`config.mk`:
```
export PLATFORM = sky130hd
export DESIGN_NAME = reset_seq_regf
export DESIGN_NICKNAME = d
export VERILOG_FILES = /design/src/rtl/reset_seq_regf.sv
export SDC_FILE = /design/constraint.sdc
export NUM_CORES = 1
export LEC_CHECK = 0
export CAP_MARGIN = 10
export CORE_UTILIZATION = 43
export DETAILED_ROUTE_END_ITERATION = 6
export PLACE_DENSITY = 0.93
export SLEW_MARGIN = 20
export SYNTH_ARGS = -nofsm -noshare
export SYNTH_HDL_FRONTEND = slang
export SYNTH_SLANG_ARGS = --single-unit
```
`constraint.sdc`:
```
create_clock -name main_clk_i -period 4.6 [get_ports main_clk_i]
set_clock_uncertainty 0.2 [all_clocks]
set_input_delay 0.46 -clock main_clk_i [delete_from_list [all_inputs] [get_ports main_clk_i]]
set_output_delay 0.46 -clock main_clk_i [all_outputs]
set_load 0.01 [all_outputs]
```
`src/rtl/reset_seq_regf.sv`:
```
// Register file with a per-channel soft-reset sequencer (IDLE/ASSERT/WAIT/DONE).
// Define RESET_SEQ_REGF_TIMEOUT_EN to bound the WAIT phase and build STATUS.timeout.
module reset_seq_regf #(
  parameter int CHANNELS   = 4,
  parameter int ADDR_WIDTH = 13,
  parameter int RST_CYCLES = 4,
  parameter int TIMEOUT    = 255
) (
  input  logic                  main_clk_i,
  input  logic                  main_rst_i,
  input  logic                  mem_ena_i,
  input  logic [ADDR_WIDTH-1:0] mem_addr_i,
  input  logic                  mem_wena_i,
  input  logic [31:0]           mem_wdata_i,
  output logic [31:0]           mem_rdata_o,
  output logic                  mem_err_o,
  output logic [CHANNELS-1:0]   regf_ctrl_ena_rval_o,
  input  logic [CHANNELS-1:0]   regf_ctrl_busy_rbus_i,
  output logic [CHANNELS-1:0]   soft_rst_o,
  output logic                  seq_done_o,
  input  logic                  soft_rst_i
);

  typedef enum logic [1:0] {
    ST_IDLE   = 2'd0,
    ST_ASSERT = 2'd1,
    ST_WAIT   = 2'd2,
    ST_DONE   = 2'd3
  } state_e;

  localparam logic [1:0] REG_CTRL   = 2'd0;
  localparam logic [1:0] REG_BUSY   = 2'd1;
  localparam logic [1:0] REG_SRST   = 2'd2;
  localparam logic [1:0] REG_STATUS = 2'd3;
  localparam logic [7:0] RST_LAST   = 8'(RST_CYCLES - 1);

  state_e              state_q, state_d;
  logic [CHANNELS-1:0] ena_q, ena_d;
  logic [CHANNELS-1:0] pend_q, pend_d;
  logic [CHANNELS-1:0] act_q, act_d;
  logic [CHANNELS-1:0] ena_out_q, ena_out_d;
  logic [CHANNELS-1:0] srst_out_q, srst_out_d;
  logic                done_q, done_d;
  logic [7:0]          rst_cnt_q, rst_cnt_d;
  logic [31:0]         rdata_q, rdata_d;
  logic                err_q, err_d;

  logic                addr_ok_s;
  logic                wr_s;
  logic [CHANNELS-1:0] wmask_s;
  logic [31:0]         rd_val_s;
  logic                timeout_s;
  logic                unused_s;

`ifdef RESET_SEQ_REGF_TIMEOUT_EN
  localparam logic [15:0] WAIT_LAST = 16'(TIMEOUT - 1);
  logic [15:0] wait_cnt_q, wait_cnt_d;
  logic        timeout_q, timeout_d;
  assign timeout_s = timeout_q;
`else
  assign timeout_s = 1'b0;
`endif

  // Only word-aligned offsets 0x0..0xC are legal; everything above bit 3 must be zero.
  assign addr_ok_s = (mem_addr_i[1:0] == 2'b00) && ((mem_addr_i >> 4) == '0);
  assign wr_s      = mem_ena_i & mem_wena_i & addr_ok_s;
  assign wmask_s   = mem_wdata_i[CHANNELS-1:0];
  assign unused_s  = ^mem_wdata_i;

  always_comb begin
    rd_val_s = 32'd0;
    case (mem_addr_i[3:2])
      REG_CTRL:   rd_val_s = 32'(ena_q);
      REG_BUSY:   rd_val_s = 32'(regf_ctrl_busy_rbus_i);
      REG_SRST:   rd_val_s = 32'(pend_q | act_q);
      REG_STATUS: rd_val_s = {30'd0, timeout_s, (state_q != ST_IDLE)};
      default:    rd_val_s = 32'd0;
    endcase
  end

  always_comb begin
    state_d   = state_q;
    ena_d     = ena_q;
    pend_d    = pend_q;
    act_d     = act_q;
    rst_cnt_d = rst_cnt_q;
    rdata_d   = rdata_q;
    err_d     = err_q;
`ifdef RESET_SEQ_REGF_TIMEOUT_EN
    wait_cnt_d = 16'd0;
    timeout_d  = timeout_q;
`endif

    if (mem_ena_i) begin
      err_d = ~addr_ok_s;
      if (!mem_wena_i) begin
        rdata_d = addr_ok_s ? rd_val_s : 32'd0;
      end else begin
        rdata_d = rdata_q;
      end
    end else begin
      err_d = err_q;
    end

    if (wr_s) begin
      case (mem_addr_i[3:2])
        REG_CTRL: ena_d  = wmask_s;
        REG_SRST: pend_d = pend_q | wmask_s;
        REG_STATUS: begin
`ifdef RESET_SEQ_REGF_TIMEOUT_EN
          if (mem_wdata_i[1]) begin
            timeout_d = 1'b0;
          end else begin
            timeout_d = timeout_q;
          end
`endif
        end
        default: ena_d = ena_q;
      endcase
    end else begin
      pend_d = pend_q;
    end

    // A write landing in IDLE is folded into pend_d so it starts on the very next cycle.
    case (state_q)
      ST_IDLE: begin
        rst_cnt_d = 8'd0;
        if (pend_d != '0) begin
          act_d   = pend_d;
          pend_d  = '0;
          state_d = ST_ASSERT;
        end else begin
          state_d = ST_IDLE;
        end
      end
      ST_ASSERT: begin
        if (rst_cnt_q == RST_LAST) begin
          rst_cnt_d = 8'd0;
          state_d   = ST_WAIT;
        end else begin
          rst_cnt_d = rst_cnt_q + 8'd1;
        end
      end
      ST_WAIT: begin
        if ((regf_ctrl_busy_rbus_i & act_q) == '0) begin
          state_d = ST_DONE;
        end else begin
`ifdef RESET_SEQ_REGF_TIMEOUT_EN
          if (wait_cnt_q == WAIT_LAST) begin
            timeout_d = 1'b1;
            state_d   = ST_DONE;
          end else begin
            wait_cnt_d = wait_cnt_q + 16'd1;
          end
`else
          state_d = ST_WAIT;
`endif
        end
      end
      ST_DONE: begin
        act_d   = '0;
        state_d = ST_IDLE;
      end
      default: state_d = ST_IDLE;
    endcase

    if (soft_rst_i) begin
      state_d   = ST_IDLE;
      ena_d     = '0;
      pend_d    = '0;
      act_d     = '0;
      rst_cnt_d = 8'd0;
      rdata_d   = 32'd0;
      err_d     = 1'b0;
`ifdef RESET_SEQ_REGF_TIMEOUT_EN
      wait_cnt_d = 16'd0;
      timeout_d  = 1'b0;
`endif
    end else begin
      rst_cnt_d = rst_cnt_d;
    end

    // Outputs are decoded from next state so they leave the block straight from flops.
    srst_out_d = (state_d == ST_ASSERT) ? act_d : '0;
    done_d     = (state_d == ST_DONE);
    ena_out_d  = ena_d & ~act_d;
  end

  always_ff @(posedge main_clk_i) begin
    if (main_rst_i) begin
      state_q    <= ST_IDLE;
      ena_q      <= '0;
      pend_q     <= '0;
      act_q      <= '0;
      ena_out_q  <= '0;
      srst_out_q <= '0;
      done_q     <= 1'b0;
      rst_cnt_q  <= 8'd0;
      rdata_q    <= 32'd0;
      err_q      <= 1'b0;
    end else begin
      state_q    <= state_d;
      ena_q      <= ena_d;
      pend_q     <= pend_d;
      act_q      <= act_d;
      ena_out_q  <= ena_out_d;
      srst_out_q <= srst_out_d;
      done_q     <= done_d;
      rst_cnt_q  <= rst_cnt_d;
      rdata_q    <= rdata_d;
      err_q      <= err_d;
    end
  end

`ifdef RESET_SEQ_REGF_TIMEOUT_EN
  always_ff @(posedge main_clk_i) begin
    if (main_rst_i) begin
      wait_cnt_q <= 16'd0;
      timeout_q  <= 1'b0;
    end else begin
      wait_cnt_q <= wait_cnt_d;
      timeout_q  <= timeout_d;
    end
  end
`endif

  assign mem_rdata_o          = rdata_q;
  assign mem_err_o            = err_q;
  assign regf_ctrl_ena_rval_o = ena_out_q;
  assign soft_rst_o           = srst_out_q;
  assign seq_done_o           = done_q;

endmodule

```
==> reports/metrics.yaml <==
power_frac_comb: 0.090
fp.coreArea_sq_um: 4140
dr_wl_met3_um: 239
wl_um: 4180
synth_top_family_by_area: "simple AND/OR/NAND/NOR gates"
die_area_sq_um: 4710
cts_setup_buffers: 0
internal_power_uw: 457
ys_types: 52
syn_inst: 213
period_needed_ns: 2.30
critical_path_class: "flop to flop"
period_share: 0.500
p_leak_uw: 0.000905
rrSetupSlack_ns: 2.30
slew_violations: 0
top_layer: "met4"
start_kind: "flop"
synth-xor-area-share: 0
cts_root_buffer: "clkbuf_8"
synth_fa_ha_area_frac: 0.0262
synthMostInstantiatedCell: "dfxtp_1"
gr-total-overflow: 0
finalSetupTns_ns: 0
switching_power_uw: 146
arrival_ns: 2.29
cts.htree.levels: 2
grt_pass1_wl_um: 6700
setup_viol: 0
cts_tree: "done"
synth_edf_count: 0
final_nets: 310
p_per_area_nw_per_um2: 260
synth_top_area_frac: 0.377
clock_power_share: 0.392
drt_pass1_iterations: 4
gr-usage-all-layers: 0.197
ctsHoldBuffers: 0
syn_to_final_growth_pct: 21.0
hold_start: "mem_err_o$_SDFFE_PP0P_"
muxShareOfSynthArea: 0.0327
vias_per_cell: 5.18
p_seq_frac: 0.518
tritoncts.num_buffers: 5
clk_pin_slew_worst_paths_ns: 0.07
hold_path.class: "flop to flop"
ant_nets: 0
vias: 1571
peakVddDrop_uv: 211
drive_gt1_frac: 0.111
synthTopCellsByArea: "dfxtp_1, buf_4, nor2_1"
synth_commonest_cells: "dfxtp_1, buf_4, nor2_1, a21oi_1, nor3_1"
synth_largest_area_cell: "dfxtp_1"
cap_viol_max_count: 0
dp_hpwl_um: 3130
crit_required_ns: 4.59
ys_warn_count: 0
startpoint: "state_q[0]$_SDFF_PP0_"
synth_seq_cells: 36
yosys.area_share.simple: 0.257
clk_latency_ns: 0.30
die_x_um: 68.7
gp_congestion: 0.900
start_util: 0.461
synth_seq_area_share: 0.377
crit_path_end_kind: "flop"
n_antenna_cell: 0
num_rows: 23
grt_max_degree: 26
clock-sinks: 36
antenna_found_initial: 0
cts_resized: 0
max_freq_mhz: 435
die_h_um: 68.7
synth_compound_area_frac: 0.163
met2_length_um: 2050
rsz0062_at_grt: "no"
finalHoldViolCount: 0
crit_chain: "inv_1, ha_1, nor4b_1, nand2_1, o21ai_1, a32oi_1, and2_1"
post_drt_wl_per_cell_um: 13.8
grt_pass1_vias: 1504
crit_slowest_cell: "nor4b_1"
r2r-start: "state_q[0]$_SDFF_PP0_"
drt_iter0_markers: 81
post-route-util: 0.558
io_buffers: 39
syn_avg_cell_area_sq_um: 8.97
clk_path_buf_depth: 2
critPathMaxStageDelay_ns: 0.43
netSwitchingFraction: 0.242
synth_ff_type: "dfxtp_1"
drc: 0
ios: 96
netlist_area_sq_um: 1910
synth-async-reset-ratio: 0
outcome: "complete, no violations"
crit_fanout: 9
wl_met1_um: 1810
worst paths after layout:
check                                            end  cells after the start
hold / removal                mem_err_o$_SDFFE_PP0P_                      2
setup reg to reg  regf_ctrl_ena_rval_o[0]$_SDFF_PP0_                      7
setup / recovery  regf_ctrl_ena_rval_o[0]$_SDFF_PP0_                      7
hold reg to reg               mem_err_o$_SDFFE_PP0P_                      2
stage by stage:
stage	cells	hold slack [ns]	total power [uW]	cell area, sq um	setup WS, ns
floorplan	240	0.253	361	2010	2.64
global placement	295	0.271	372	2220	2.15
detailed placement	295	0.287	373	2220	2.10
CTS	303	0.295	602	2310	2.30
global route	303	0.336	623	2310	2.13
finish	303	0.297	602	2310	2.30
flip-flops by register name, indices dropped and copies added, names as in the netlist:
| register | flops |
|---|---|
| regf_ctrl_ena_rval_o | 4 |
| mem_rdata_o | 4 |
| state_q | 2 |
| pend_q | 4 |
| mem_err_o | 1 |
| soft_rst_o | 4 |
| seq_done_o | 1 |
| act_q | 4 |
| ena_q | 4 |
| rst_cnt_q | 8 |
layout make-up:
type / count / area (sq um)
fillers: 379 / 1830
well taps: 50 / 62.6
repair buffers: 39 / 390
multi-input cells: 163 / 1020
clock inverters: 2 / 10.0
flip-flops and latches: 36 / 721
inverters: 7 / 26.3
clock buffers: 6 / 82.6
layout by cell type (no fill, tap or decap), types with 3 or more instances in the layout:
| cell | Yosys | final |
|---|---|---|
| o21ai_0 | 5 | 5 |
| ha_1 | 4 | 4 |
| or3b_2 | 3 | 3 |
| nor3b_1 | 3 | 3 |
| nor2_1 | 28 | 28 |
| conb_1 | 1 | 28 |
| nand2b_1 | 5 | 5 |
| o21ai_1 | 3 | 3 |
| and2_1 | 4 | 4 |
| dfxtp_1 | 36 | 36 |
| nand2_1 | 6 | 6 |
| inv_1 | 7 | 7 |
| o22ai_1 | 3 | 3 |
| a21oi_1 | 10 | 10 |
| clkdlybuf4s50_1 | 0 | 39 |
| and3_1 | 3 | 3 |
| nor3_1 | 8 | 8 |
| a2bb2oi_1 | 3 | 3 |
| a22oi_1 | 4 | 4 |
| clkbuf_8 | 0 | 6 |
| mux2i_1 | 4 | 4 |
critical path: cells and delay by family, from the launching register on:
family,cells,cell delay (ns)
buf+inv,1,0.12
compound gates,2,0.46
fa+ha+maj,1,0.34
flops,1,0.34
simple gates,3,0.74
cells by family after synthesis:
kind of cell	Yosys count
and+or+nand+nor	81
other	1
adders and majority gates	4
muxes	5
buffers and inverters	41
AOI/OAI and AO/OA	45
DFF	36
routing by layer:
layer  up-vias  track usage
met5         -            0
met4         0       0.0885
met3         8       0.0543
met2        56        0.338
met1       722        0.226
li1        785            -
power groups by stage:
stage                     clock, uW  sequential, uW  combinational [uW]
after floorplan                   0             319                41.6
after global placement            0             319                53.0
after detailed placement          0             319                53.8
after CTS                       236             312                54.0
after global routing            251             312                60.1
final                           236             312                54.4
No activity file was read; power rests on OpenSTA's default activity.
